File: src/rtl/chess_pixel_renderer.sv
// Pixel-colour stage behind the VGA timing controller: board/glyph lookup, cursor border,
// selection highlight and registered RGB with sync/blank delayed to match (3 pix_en strobes).
module chess_pixel_renderer #(
    parameter int BOARD_X   = 40,
    parameter int BOARD_Y   = 40,
    parameter int BLINK_BIT = 4
) (
    input  logic        clk,
    input  logic        rst,
    input  logic        pix_en,
    input  logic [9:0]  hcount,
    input  logic [9:0]  vcount,
    input  logic        bright,
    input  logic        hs_in,
    input  logic        vs_in,
    output logic [5:0]  board_addr,
    input  logic [3:0]  board_data,
    output logic [12:0] glyph_addr,
    input  logic        glyph_bit,
    input  logic [5:0]  cursor_sq,
    input  logic [5:0]  select_sq,
    input  logic        select_valid,
    output logic [7:0]  vga_r,
    output logic [7:0]  vga_g,
    output logic [7:0]  vga_b,
    output logic        hs_out,
    output logic        vs_out,
    output logic        blank_n_out
);

    logic [10:0] dx, dy;
    logic        c0_inside;
    logic [2:0]  c0_row, c0_col;
    logic [5:0]  c0_sx, c0_sy;

    // Square coordinates are forced to zero off-board so board_addr reads square 0 there.
    always_comb begin
        dx        = {1'b0, hcount} - 11'(BOARD_X);
        dy        = {1'b0, vcount} - 11'(BOARD_Y);
        c0_inside = ({1'b0, hcount} >= 11'(BOARD_X)) && (dx < 11'd320) &&
                    ({1'b0, vcount} >= 11'(BOARD_Y)) && (dy < 11'd320);
        c0_row = '0;
        c0_col = '0;
        c0_sx  = '0;
        c0_sy  = '0;
        if (c0_inside) begin
            c0_col = 3'(dx / 11'd40);
            c0_row = 3'(dy / 11'd40);
            c0_sx  = 6'(dx % 11'd40);
            c0_sy  = 6'(dy % 11'd40);
        end
    end

    logic       s0_inside, s0_bright, s0_hs, s0_vs, s0_cur, s0_sel;
    logic [2:0] s0_row, s0_col;
    logic [5:0] s0_sx, s0_sy;
    logic [7:0] frame_cnt;

    always_ff @(posedge clk or negedge rst) begin
        if (!rst) begin
            s0_inside <= 1'b0;
            s0_bright <= 1'b0;
            s0_hs     <= 1'b1;
            s0_vs     <= 1'b1;
            s0_cur    <= 1'b0;
            s0_sel    <= 1'b0;
            s0_row    <= '0;
            s0_col    <= '0;
            s0_sx     <= '0;
            s0_sy     <= '0;
            frame_cnt <= '0;
        end else if (pix_en) begin
            s0_inside <= c0_inside;
            s0_bright <= bright;
            s0_hs     <= hs_in;
            s0_vs     <= vs_in;
            s0_cur    <= c0_inside && ({c0_row, c0_col} == cursor_sq);
            s0_sel    <= c0_inside && select_valid && ({c0_row, c0_col} == select_sq);
            s0_row    <= c0_row;
            s0_col    <= c0_col;
            s0_sx     <= c0_sx;
            s0_sy     <= c0_sy;
            if (s0_vs && !vs_in)
                frame_cnt <= frame_cnt + 8'd1;
        end
    end

    assign board_addr = {s0_row, s0_col};

    logic       s1_inside, s1_bright, s1_hs, s1_vs, s1_cur, s1_sel, s1_dark;
    logic [3:0] s1_piece;
    logic [5:0] s1_sx, s1_sy;

    always_ff @(posedge clk or negedge rst) begin
        if (!rst) begin
            s1_inside <= 1'b0;
            s1_bright <= 1'b0;
            s1_hs     <= 1'b1;
            s1_vs     <= 1'b1;
            s1_cur    <= 1'b0;
            s1_sel    <= 1'b0;
            s1_dark   <= 1'b0;
            s1_piece  <= '0;
            s1_sx     <= '0;
            s1_sy     <= '0;
        end else if (pix_en) begin
            s1_inside <= s0_inside;
            s1_bright <= s0_bright;
            s1_hs     <= s0_hs;
            s1_vs     <= s0_vs;
            s1_cur    <= s0_cur;
            s1_sel    <= s0_sel;
            s1_dark   <= s0_row[0] ^ s0_col[0];
            s1_piece  <= board_data;
            s1_sx     <= s0_sx;
            s1_sy     <= s0_sy;
        end
    end

    logic s1_win, s1_border, glyph_on;
    logic [7:0] n_r, n_g, n_b;

    always_comb begin
        s1_win    = (s1_sx >= 6'd4) && (s1_sx < 6'd36) && (s1_sy >= 6'd4) && (s1_sy < 6'd36);
        s1_border = (s1_sx < 6'd2) || (s1_sx > 6'd37) || (s1_sy < 6'd2) || (s1_sy > 6'd37);
        glyph_on  = (s1_piece[2:0] != 3'd0) && (s1_piece[2:0] != 3'd7) && s1_win && glyph_bit;
        glyph_addr = '0;
        if (s1_inside && s1_win)
            glyph_addr = {s1_piece[2:0], 5'(s1_sy - 6'd4), 5'(s1_sx - 6'd4)};
        // First match wins: blank, off-board, cursor border, glyph, highlight, square.
        n_r = 8'd181; n_g = 8'd136; n_b = 8'd99;
        if (!s1_bright) begin
            n_r = 8'd0; n_g = 8'd0; n_b = 8'd0;
        end else if (!s1_inside) begin
            n_r = 8'd32; n_g = 8'd32; n_b = 8'd32;
        end else if (s1_cur && frame_cnt[BLINK_BIT] && s1_border) begin
            n_r = 8'd255; n_g = 8'd0; n_b = 8'd0;
        end else if (glyph_on) begin
            n_r = s1_piece[3] ? 8'd0 : 8'd255;
            n_g = n_r;
            n_b = n_r;
        end else if (s1_sel) begin
            n_r = 8'd246; n_g = 8'd246; n_b = 8'd105;
        end else if (!s1_dark) begin
            n_r = 8'd240; n_g = 8'd217; n_b = 8'd181;
        end
    end

    always_ff @(posedge clk or negedge rst) begin
        if (!rst) begin
            vga_r       <= '0;
            vga_g       <= '0;
            vga_b       <= '0;
            hs_out      <= 1'b1;
            vs_out      <= 1'b1;
            blank_n_out <= 1'b0;
        end else if (pix_en) begin
            vga_r       <= n_r;
            vga_g       <= n_g;
            vga_b       <= n_b;
            hs_out      <= s1_hs;
            vs_out      <= s1_vs;
            blank_n_out <= s1_bright;
        end
    end

endmodule

File: config.mk
export PLATFORM = sky130hd
export DESIGN_NAME = chess_pixel_renderer
export DESIGN_NICKNAME = d
export VERILOG_FILES = /design/src/rtl/chess_pixel_renderer.sv
export SDC_FILE = /design/constraint.sdc
export NUM_CORES = 1
export LEC_CHECK = 0
export CAP_MARGIN = 15
export CORE_MARGIN = 1.5
export CORE_UTILIZATION = 55
export CTS_BUF_LIST = sky130_fd_sc_hd__clkbuf_4 sky130_fd_sc_hd__clkbuf_8
export CTS_CLUSTER_SIZE = 16
export DETAILED_ROUTE_END_ITERATION = 10
export PLACE_DENSITY = 0.8
export SLEW_MARGIN = 20
export SYNTH_ARGS = -nofsm -noshare
export SYNTH_HDL_FRONTEND = slang
export SYNTH_SLANG_ARGS = --single-unit
File: constraint.sdc
create_clock -name clk -period 3.05 [get_ports clk]
set_clock_uncertainty 0.2 [all_clocks]
set_input_delay 0.61 -clock clk [delete_from_list [all_inputs] [get_ports clk]]
set_output_delay 0.61 -clock clk [all_outputs]
set_load 0.01 [all_outputs]
==> impl_metrics.yaml <==
outcome:
  status: "finished, violations left"
  violations: "negative setup slack"
clock_tree:
  cts_root_buf: "clkbuf_8"
  clk_latency_ns: 0.38
  numCtsBuffers: 9
  clk_pin_slew_ns: 0.10
  clockBufferDepth: 2
  tritoncts: "yes"
  cts_max_level: 3
  cts-hold-fix-buffers: 0
  cts.sinks: 71
sta:
  rsz0062_at_grt: "yes"
  relSlewSlack_pct: 48.5
  finalSetupTns_ns: -3.26
  timing.hold.ws_ns: 0.0542
  hold_viol: 0
  tightest_slew_ns: 0.773
  timing.final.ws_setup_ns: -0.513
  period_share_pct: 117
  maxSlewViolCount: 0
  setup_violations: 22
  fmax_mhz: 281
  min_period_ns: 3.56
critical_path:
  critPathKind: "input port to register"
  cp_data_required_time_ns: 3.15
  cp.arrival_ns: 3.66
  cp-end-kind: "register"
  worstPathMaxFanout: 3
  critPathLaunchType: "input port"
floorplanning:
  die_w_microns: 98.2
  core_sq_mm: 0.00876
  io_pins: 90
  start_util_pct: 56.8
  num_rows: 34
  die_h_microns: 98.2
  dieArea_sq_mm: 0.00964
route:
  num_vias: 6628
  firstDrtPassIters: 8
  vias_per_cell: 7.45
  antenna_left: 0
  wl_per_cell_microns: 29.2
  drt_iter0_drc: 917
  drc_errors: 0
  wirelength_microns: 26000
power:
  p_per_area_mw_per_mm2: 434
  leakage_nw: 3.58
  finalPower_w: 0.00353
  peakVddDrop_v: 0.000238
synth:
  synth_edf_count: 0
  synth_top_cell_by_area: "dfrtp_1"
  netlist_instances: 555
  synth_ff_type: "dfrtp_1"
  yosys.cell_types.count: 75
  synth_warnings: 0
  synth_top_area_share_pct: 32.7
  syn_nets: 610
  synth.avg_cell_area_sq_um: 8.97
  netlist_top_cells_area: "dfrtp_1 (33%), mux2_2 (5.7%), o2bb2ai_1 (4.2%)"
  async_flop_share_pct: 100
  syn-cell-area_sq_mm: 0.00498
  synth-seq-cells: 71
  yosysSeqAreaShare_pct: 35.8
placed_design:
  dp_cells: 822
  gp_congestion: 0.922
  dpl.hpwl_microns: 11200
  io_buffers: 89
cells_and_area:
  seqCellArea_sq_mm: 0.00178
  fill_cells: 248
  area_growth_syn_to_layout_pct: 63.5
  layout.cells.non_filler: 890
  layout_commonest_cell: "buf_4"
  postLayoutCoreUtil_pct: 92.9
  drive_above_1_share_pct: 45.6
  final_nets: 831
  final_cell_mix: "buf_4 (134), dfrtp_1 (65), clkdlybuf4s50_1 (60)"
  multi_input_area_sq_mm: 0.00365
min_path:
  hp-class: "input port to async pin"
global_routing:
  grt_pass1_wl_microns: 29500
  grt_start_max_net_pins: 72
  grt_pass1_vias: 5588
  grt_antenna_before_repair: 2
  gr-total-overflow: 0
  grt.total_usage_pct: 38.8
flow_run:
  cap_violations: 0
layer usage:
layer	GRT usage, %	up-vias	share of wire [%]
li1	-	2497	-
met1	45.9	3003	32
met2	67.2	801	44
met3	6.51	325	13
met4	21.0	2	11
met5	0	-	0.15
power breakdown:
group | switching [W] | total, W | internal, W | leakage (nW)
combinational | 0.000768 | 0.00148 | 0.000709 | 2.53
clock | 0.000414 | 0.000895 | 0.000481 | 0.116
sequential | 0.000122 | 0.00116 | 0.00104 | 0.933
cell usage after synthesis (9+ instances only):
cell type and number:
a21oi_1 24, ha_1 11, nor2_1 39, nor2b_1 11
inv_1 28, clkbuf_1 25, o21a_1 9, o211ai_1 9
o21ai_0 30, dfrtp_1 65, nor3_1 18, nand3_1 16
nand2b_1 12, mux2_2 25, xnor2_1 16, buf_4 10
o2bb2ai_1 24, nand2_1 37
path summary, 6_finish.rpt:
kind                                 from        end  slack, ns  cells past startpoint
worst max-delay path            vcount[0]     s0_sel      -0.51                     10
worst min-delay path                  rst  s1_bright       0.05                      2
worst max register to register   s1_sx[3]   vga_r[0]      -0.04                     13
worst min register to register      s1_vs      s1_vs       0.29                      2
max in group asynchronous             rst      s1_vs       2.25                      2
min in group clk                    s1_vs      s1_vs       0.29                      2
timing repair:
| action | in CTS | in global routing |
|---|---|---|
| gates cloned | 0 | 1 |
| buffers inserted | 21 | 37 |
| endpoints found under the setup margin | 33 | 31 |
| pin swaps | 27 | 74 |
| gates resized for setup | 108 | 143 |
layout make-up:
type	instances	area share, %
Clock buffer	10	1.69
Antenna cell	1	0.0307
Timing Repair Buffer	253	27.3
Clock inverter	6	1.03
Inverter	28	1.54
Multi-Input combinational cell	413	44.8
Sequential cell	71	21.9
Tap cell	108	1.66
sequential cells by signal (all words and copies together) (netlist names), 3 cells and up:
signal	flops
frame_cnt	5
s0_col	3
s0_row	3
s0_sx	6
s0_sy	6
s1_piece	4
s1_sx	6
s1_sy	6
vga_b	4
vga_g	5
vga_r	7
metrics by stage:
stage / area, sq um / worst slack (ns)
after floorplan: 5190 / -0.423
after global placement: 6810 / -0.984
after detailed placement: 6810 / -1.10
after CTS: 7400 / -0.290
after global routing: 8140 / -0.620
final: 8140 / -0.513
critical path, cell delays in order:
cell and delay [ns]:
clkdlybuf4s50_1 0.45, o41ai_1 0.56, a21oi_1 0.18, o211a_1 0.27
nor3_1 0.34, nand2_1 0.17, nor3b_1 0.22, nand4_1 0.35
nor4_4 0.29, a32o_1 0.21
logic make-up after synthesis:
| kind of cell | synth area share [%] |
|---|---|
| muxes | 6.66 |
| AOI/OAI and AO/OA | 24.7 |
| and+or+nand+nor | 19.5 |
| DFF | 35.8 |
| buffers and inverters | 6.46 |
| xor gates and xnor gates | 3.69 |
| adders and majority gates | 3.22 |
No activity file was read; power rests on OpenSTA's default activity.
